## src/rtl/coin_credit_manager.sv

```systemverilog
// rtl/coin_credit_manager.sv - coin/select/refund buttons to running credit, vend and change sequencing
// Optional idle auto-refund: define VENDING_TIMEOUT_EN.
`timescale 1ns/1ps
module coin_credit_manager #(
  parameter int MAX_CREDIT  = 99,
  parameter int PRICE0      = 5,
  parameter int PRICE1      = 8,
  parameter int PRICE2      = 12,
  parameter int PRICE3      = 15,
  parameter int TIMEOUT_CYC = 1000
) (
  input  logic       clk,
  input  logic       rst,
  input  logic       coin_100,
  input  logic       coin_500,
  input  logic       coin_1000,
  input  logic [3:0] sel,
  input  logic       refund,
  output logic [7:0] display_money_binary,
  output logic       vend,
  output logic [1:0] vend_item,
  output logic       change_pulse,
  output logic       reject,
  output logic       busy
);

  typedef enum logic [1:0] {IDLE, VEND, CHANGE_HI, CHANGE_LO} state_t;

  localparam logic [8:0] MAX_SUM = 9'(MAX_CREDIT);

  state_t     state, state_next;
  logic [7:0] credit, credit_next;
  logic [1:0] item_next;
  logic       reject_next;

  // Button bits: {refund, sel[3:0], coin_1000, coin_500, coin_100}
  logic [7:0] raw, sync1, sync2, prev, evt;

  assign raw = {refund, sel, coin_1000, coin_500, coin_100};
  assign evt = sync2 & ~prev;

  always_ff @(posedge clk or negedge rst) begin
    if (!rst) begin
      sync1 <= 8'd0;
      sync2 <= 8'd0;
      prev  <= 8'd0;
    end else begin
      sync1 <= raw;
      sync2 <= sync1;
      prev  <= sync2;
    end
  end

  logic [3:0] coin_val;
  logic [1:0] sel_idx;
  logic [7:0] sel_price;
  logic [8:0] coin_sum;
  logic       sel_any;

  always_comb begin
    coin_val = 4'd0;
    if (evt[2])      coin_val = 4'd10;
    else if (evt[1]) coin_val = 4'd5;
    else if (evt[0]) coin_val = 4'd1;

    sel_idx = 2'd0;
    if (evt[3])      sel_idx = 2'd0;
    else if (evt[4]) sel_idx = 2'd1;
    else if (evt[5]) sel_idx = 2'd2;
    else if (evt[6]) sel_idx = 2'd3;

    case (sel_idx)
      2'd0:    sel_price = 8'(PRICE0);
      2'd1:    sel_price = 8'(PRICE1);
      2'd2:    sel_price = 8'(PRICE2);
      default: sel_price = 8'(PRICE3);
    endcase
  end

  assign coin_sum = {1'b0, credit} + {5'd0, coin_val};
  assign sel_any  = |evt[6:3];

`ifdef VENDING_TIMEOUT_EN
  localparam int CNT_W = $clog2(TIMEOUT_CYC + 1);
  logic [CNT_W-1:0] idle_cnt, idle_cnt_next;

  always_ff @(posedge clk or negedge rst) begin
    if (!rst) idle_cnt <= '0;
    else      idle_cnt <= idle_cnt_next;
  end
`else
  logic unused_timeout;
  assign unused_timeout = TIMEOUT_CYC[0];
`endif

  always_comb begin
    state_next  = state;
    credit_next = credit;
    item_next   = vend_item;
    reject_next = 1'b0;
`ifdef VENDING_TIMEOUT_EN
    idle_cnt_next = '0;
`endif
    case (state)
      IDLE: begin
        // Only the highest-priority event class is acted on; the rest are dropped.
        if (evt[7]) begin
          if (credit != 8'd0) state_next = CHANGE_HI;
        end else if (sel_any) begin
          if (credit >= sel_price) begin
            credit_next = credit - sel_price;
            item_next   = sel_idx;
            state_next  = VEND;
          end else begin
            reject_next = 1'b1;
          end
        end else if (coin_val != 4'd0) begin
          if (coin_sum <= MAX_SUM) credit_next = coin_sum[7:0];
          else                     reject_next = 1'b1;
        end
`ifdef VENDING_TIMEOUT_EN
        if (evt == 8'd0 && credit != 8'd0) begin
          if (idle_cnt == CNT_W'(TIMEOUT_CYC - 1)) state_next = CHANGE_HI;
          else                                     idle_cnt_next = idle_cnt + 1'b1;
        end
`endif
      end
      VEND:      state_next = IDLE;
      CHANGE_HI: begin
        credit_next = credit - 8'd1;
        state_next  = CHANGE_LO;
      end
      CHANGE_LO: state_next = (credit == 8'd0) ? IDLE : CHANGE_HI;
      default:   state_next = IDLE;
    endcase
  end

  always_ff @(posedge clk or negedge rst) begin
    if (!rst) begin
      state     <= IDLE;
      credit    <= 8'd0;
      vend_item <= 2'd0;
      reject    <= 1'b0;
    end else begin
      state     <= state_next;
      credit    <= credit_next;
      vend_item <= item_next;
      reject    <= reject_next;
    end
  end

  assign display_money_binary = credit;
  assign vend                 = (state == VEND);
  assign change_pulse         = (state == CHANGE_HI);
  assign busy                 = (state != IDLE);

endmodule

```

## config.mk

```make
export PLATFORM = sky130hd
export DESIGN_NAME = coin_credit_manager
export DESIGN_NICKNAME = d
export VERILOG_FILES = /design/src/rtl/coin_credit_manager.sv
export SDC_FILE = /design/constraint.sdc
export NUM_CORES = 1
export LEC_CHECK = 0
export BUFFER_PORTS_ARGS = -buffer_cell sky130_fd_sc_hd__buf_2
export CAP_MARGIN = 0
export CORE_ASPECT_RATIO = 0.75
export CORE_UTILIZATION = 58
export DETAILED_ROUTE_END_ITERATION = 8
export MAX_ROUTING_LAYER = met4
export PLACE_DENSITY = 0.78
export RECOVER_POWER = 100
export SLEW_MARGIN = 15
export SYNTH_ARGS = -nofsm -noshare
export SYNTH_HDL_FRONTEND = slang
export SYNTH_SLANG_ARGS = --single-unit
```

## constraint.sdc

```tcl
create_clock -name clk -period 3.9 [get_ports clk]
set_clock_uncertainty 0.2 [all_clocks]
set_input_delay 0.195 -clock clk [delete_from_list [all_inputs] [get_ports clk]]
set_output_delay 0.195 -clock clk [all_outputs]
set_load 0.01 [all_outputs]
```

Yosys cells after proc, flatten, opt, wreduce, memory -nomap -nowiden
Index checks and enable logic that the tools add are counted.
Storage, ports and cells
  flip-flop bits (word level): 37
  output and inout bits: 14
  logic and storage cells: 64
Operators by class
  add/subtract/negate cells: 3
  order comparisons: 2
  eq/ne operators: 12
  muxes and demuxes: 26
  bitwise logic cells: 3
  reduce and logical (&&, ||, !) cells: 11
Operators by type and width (count)
  $mux 8: 5
  $mux 2: 9
  $ne 3x3->1 const B: 6
  $pmux 8 s2: 1
  $pmux 4 s3: 1
  $add 8x4->9: 1
  $le 9x7->1 const B: 1
  $and 8x8->8: 1
  $ge 8x8->1: 1
  $logic_not 8->1: 1
  $not 8->8: 1
  $pmux 2 s4: 1
  $reduce_bool 8->1: 1
  $sub 8x1->8 const B: 1
  $sub 8x8->8: 1
  $mux 1: 7
  $eq 2x2->1 const B: 3
  $reduce_and 5->1: 1
  $eq 2x1->1 const B: 2
  $logic_not 2->1: 2
  $mux 4: 1
  $reduce_and 4->1: 1
  $reduce_bool 2->1: 2
  $reduce_bool 4->1: 1
  5 further kinds: 5

Logic depth before layout (Yosys ltp)
  depth after elaboration: 13
  depth in mapped cells: 15

Worst setup path before layout
Ideal clock, no wire load.
  kind: reg2reg
  start point: register prev[6]
  end point: register credit[7], in the netlist display_money_binary[7]
  library setup time: 0.080 ns
  arrival: 3.047 ns
  required time: 3.620 ns
  path slack: 0.573 ns
  cell stages (with the launch flop): 16
  period minus slack after synthesis: 3.327 ns
  cells stage by stage: dfrtp_1 -> nor2b_1 -> nor2_1 -> nor3_1 -> inv_1 -> ha_1 -> inv_1 -> ha_1 -> fa_1 -> nand2b_1 -> o2bb2ai_1 -> a211o_2 -> o41a_1 -> nor3_1 -> a31o_1 -> xnor2_1
On the way
  word-level cells in the longest chain between the ends: 13
  elaborated cells between the ends (all ways): 21
  classes of those cells: 1 x add/sub; 1 x order compare; 5 x eq/ne; 9 x mux; 2 x bitwise; 3 x reduce/logical
RTL lines
  start, declared: RTL line 37  | logic [7:0] raw, sync1, sync2, prev, evt;
  start signal, assigned: RTL line 50  | prev <= sync2;
  $not 8->8 *: RTL line 40  | assign evt = sync2 & ~prev;
  $and 8x8->8 *: RTL line 40
  $mux 2 *: RTL line 70  | else if (evt[6]) sel_idx = 2'd3;
  $mux 2 *: RTL line 69  | else if (evt[5]) sel_idx = 2'd2;
  $mux 2 *: RTL line 68  | else if (evt[4]) sel_idx = 2'd1;
  $mux 2 *: RTL line 67  | if (evt[3]) sel_idx = 2'd0;
  named net sel_idx[1]: RTL line 55  | logic [1:0] sel_idx;
  $eq 2x2->1, or another cell as far along: RTL line 72  | case (sel_idx)
  $pmux 4 s3 *: RTL line 72
  $sub 8x8->8: RTL line 111  | credit_next = credit - sel_price;
  $mux 8: RTL line 110  | if (credit >= sel_price) begin
  $mux 8: RTL line 109  | end else if (sel_any) begin
  $mux 8: RTL line 107  | if (evt[7]) begin
  $pmux 8 s2: RTL line 104  | case (state)
  end signal, assigned: RTL line 146  | credit <= credit_next;
  end, declared: RTL line 32  | logic [7:0] credit, credit_next;
Mark *: on every way through the listed nets, which the timed path passes. The rest lies on a longest branch. The select of a mux whose other input is x is not followed.
A chain may end at the register's enable or synchronous reset.

Worst setup path in the final report
  start point: register sync2[5]
  end point: register credit[5], in the netlist display_money_binary[5]
On the way
  word-level cells in the longest chain between the ends: 11
  elaborated cells between the ends (all ways): 19
  classes of those cells: 1 x add/sub; 1 x order compare; 5 x eq/ne; 8 x mux; 1 x bitwise; 3 x reduce/logical
RTL lines
  start, declared: RTL line 37
  start signal, assigned: RTL line 49  | sync2 <= sync1;
  $and 8x8->8 *: RTL line 40
  $mux 2 *: RTL line 69
  $mux 2 *: RTL line 68
  $mux 2 *: RTL line 67
  named net sel_idx[1]: RTL line 55
  $eq 2x2->1, or another cell as far along: RTL line 72
  $pmux 4 s3 *: RTL line 72
  $sub 8x8->8: RTL line 111
  $mux 8: RTL line 110
  $mux 8: RTL line 109
  $mux 8: RTL line 107
  $pmux 8 s2: RTL line 104
Marked as above.

==> results.md <==
* Async S/R FF share, synth at 1.00
* Avg Vias per Cell at 5.94
* Gr usage total at 0.281
* Netlist cell types at 63
* Post-CTS Setup Inserts at 0
* CP Data Required Time at 3.86 ns
* Setup Crit Path Kind: register to register
* H-tree levels at 2
* Core Util, Final at 0.716
* Avg WL per Cell at 16.6 µm
* Max_slew headroom at -0.265
* EDFF count, synth at 0
* Leakage power at 0.996 nW
* Initial antenna violation count at 0
* Cell area after layout at 2470 µm²
* # placed instances at 274
* Worst-margin pin slew at 1.90 ns
* First-pass GRT wire length at 7800 µm
* Largest vdd supply drop at 0.434 mV
* Outcome: complete, but fails checks
* Reg area at 926 µm²
* Synthesized Nets at 233
* Core Footprint at 3450 µm²
* Syn-to-layout area delta at 13.1%
* Post-DRT Antenna Nets at 0
* Worst-case clock buffer depth at 2
* Worst-path clk slew at 0.08 ns
* Footprint of the multi-input gates at 1160 µm²
* DR pass1 iterations at 4
* Crit path max fanout at 4
* Failing checks: max-capacitance violations, max-slew violations
* Yosys warning total at 0
* Mapped Area at 2180 µm²
* Hold Crit Class: register to register
* Startpoint types: register
* Layout fillers at 280
* Fin. max-slew vios at 38
* Final Hold Vio Count at 0
* Max-Cap Viols at 1
* Clock Sinks at 37
* Top FF cell, synth: dfrtp_1
* Initial Util at 0.633
* 1st-iter DRT viols at 145
* Final Setup Violations at 0
* Synth Instances at 211
* Die Wd at 72.8 µm
* Ports at 24
* DRC Markers at 0
* Worst setup EP type: register
* Dpl hpwl at 3590 µm
* Grt ovf at 0
* Avg Inst Size Synth at 10.3 µm²
* Final min period at 3.70 ns
* Post-Layout Cell Count at 291
* Layout cells sized above 1 at 0.187
* Rows at 18
* Vias post-DR at 1728
* Synth Register Bits at 37
* Vias in the first global route at 1580
* Total die area at 4010 µm²
* Root buffer cell: clkbuf_8
* DIE HEIGHT at 55.1 µm
* Final wirelength at 4840 µm
* Seq/Total Area, Yosys at 0.425
* Largest net degree at the start of global routing at 38
* Skew-Pair Late Insertion Delay at 0.30 ns
* Port-buffer cells at 23
* PD cells at 671 nW/µm²
* Area after DPL at 2290 µm²
* # nets final at 262
* Crit share post-route at 0.950
* TritonCTS clock tree: built
* Critical path arrival at 3.66 ns
* Gpl congestion at 0.963
* Antenna Cells at 0
* Peak Freq at 270 MHz
* CTS buffer count at 5
## cells in the mapped netlist (3+ instances only)
master,instances,share of area
a21oi_1,10,0.023
nand3_1,7,0.016
nor2_1,15,0.026
xnor2_1,6,0.024
ha_1,11,0.063
buf_2,4,0.0092
inv_1,10,0.017
and3_1,3,0.0086
a211oi_1,4,0.014
nand2_1,13,0.022
o21ai_0,6,0.014
nor3_1,8,0.018
buf_6,3,0.015
dfrtp_1,37,0.42
o21a_1,3,0.010
nor2b_1,6,0.017
nand2b_1,6,0.017
nor4_1,3,0.0086
## cells by family (layout without fill, tap and decap cells)
logic type / Yosys count / in the layout / synth area share
buf+inv: 21 / 51 / 0.0505
simple gates: 77 / 77 / 0.205
compound gates: 56 / 56 / 0.216
fa+ha+maj: 12 / 12 / 0.0723
flops: 37 / 37 / 0.425
xor+xnor: 8 / 8 / 0.0321
## stage by stage
step / worst slack (ns) / setup TNS (ns) / hold slack (ns) / total power, W
5_1_grt: -0.00785 / -0.00785 / 0.168 / 0.00176
6_report: 0.197 / 0 / 0.154 / 0.00166
2_1_floorplan: 0.573 / 0 / -0.301 / 0.00119
3_5_place_dp: 0.256 / 0 / 0.105 / 0.00138
3_3_place_gp: 0.421 / 0 / 0.103 / 0.00136
4_1_cts: 0.194 / 0 / 0.156 / 0.00167
## final cells by class
class / instances / share of cell area
Sequential cell: 37 / 0.375
Clock inverter: 3 / 0.00863
Clock buffer: 5 / 0.0279
Inverter: 11 / 0.0167
Tap cell: 50 / 0.0254
Timing Repair Buffer: 32 / 0.0761
Multi-Input combinational cell: 153 / 0.470
## per-layer routing
| metal | vias to the layer above | part of all wire | track usage | wire, µm |
|---|---|---|---|---|
| met5 | - | 0 | - | 0 |
| met4 | 0 | 0.023 | 0.144 | 111 |
| met3 | 12 | 0.087 | 0.0598 | 419 |
| met2 | 79 | 0.44 | 0.410 | 2110 |
| met1 | 816 | 0.46 | 0.376 | 2200 |
| li1 | 821 | - | - | - |
## registers in the layout (all words and copies together) (netlist names)
signal / count
state: 2
display_money_binary: 8
prev: 8
vend_item: 2
reject: 1
sync2: 8
sync1: 8
## what timing repair did
action,in CTS,in global routing
endpoints found under the hold margin,45,0
gates resized for setup,0,5
hold buffers,9,0
setup endpoints to repair,0,4
## cell usage in the layout (no fill, tap or decap), drive strengths merged, types with 9 or more instances in the layout
master | synthesis | routed
dlygate4sd3 | 0 | 9
buf | 8 | 9
ha | 11 | 11
clkbuf | 2 | 19
nand2 | 13 | 13
dfrtp | 37 | 37
a21oi | 11 | 11
o21ai | 9 | 9
nor2 | 15 | 15
inv | 11 | 12
## final timing paths
kind / from / endpoint / slack [ns] / cells after the start
min in group asynchronous: rst / display_money_binary[7] / 0.75 / 2
min: sync1[5] / sync2[5] / 0.15 / 0
max: sync2[5] / display_money_binary[5] / 0.20 / 15
max reg2reg: sync2[5] / display_money_binary[5] / 0.20 / 15
min reg2reg: sync1[5] / sync2[5] / 0.15 / 0
max in group asynchronous: rst / prev[1] / 1.65 / 2
## worst max-delay path: stages (launching register included)
cell	delay (ns)
dfrtp_1	0.37
nor2b_1	0.22
nor2_1	0.10
nor3_2	0.16
inv_1	0.10
ha_1	0.28
inv_1	0.04
ha_1	0.20
fa_1	0.38
nand2b_1	0.17
o2bb2ai_1	0.20
nand3_2	0.14
nand2_1	0.07
nor3_1	0.56
a31o_2	0.27
o221ai_1	0.10
## where the power goes
part / switching (W) / internal [W] / total, W
Sequential: 0.000138 / 0.000455 / 0.000593
Clock: 0.000148 / 0.000127 / 0.000275
Combinational: 0.000470 / 0.000317 / 0.000787
Total: 0.000756 / 0.000899 / 0.00166
Power figures use the tool's default switching activity.
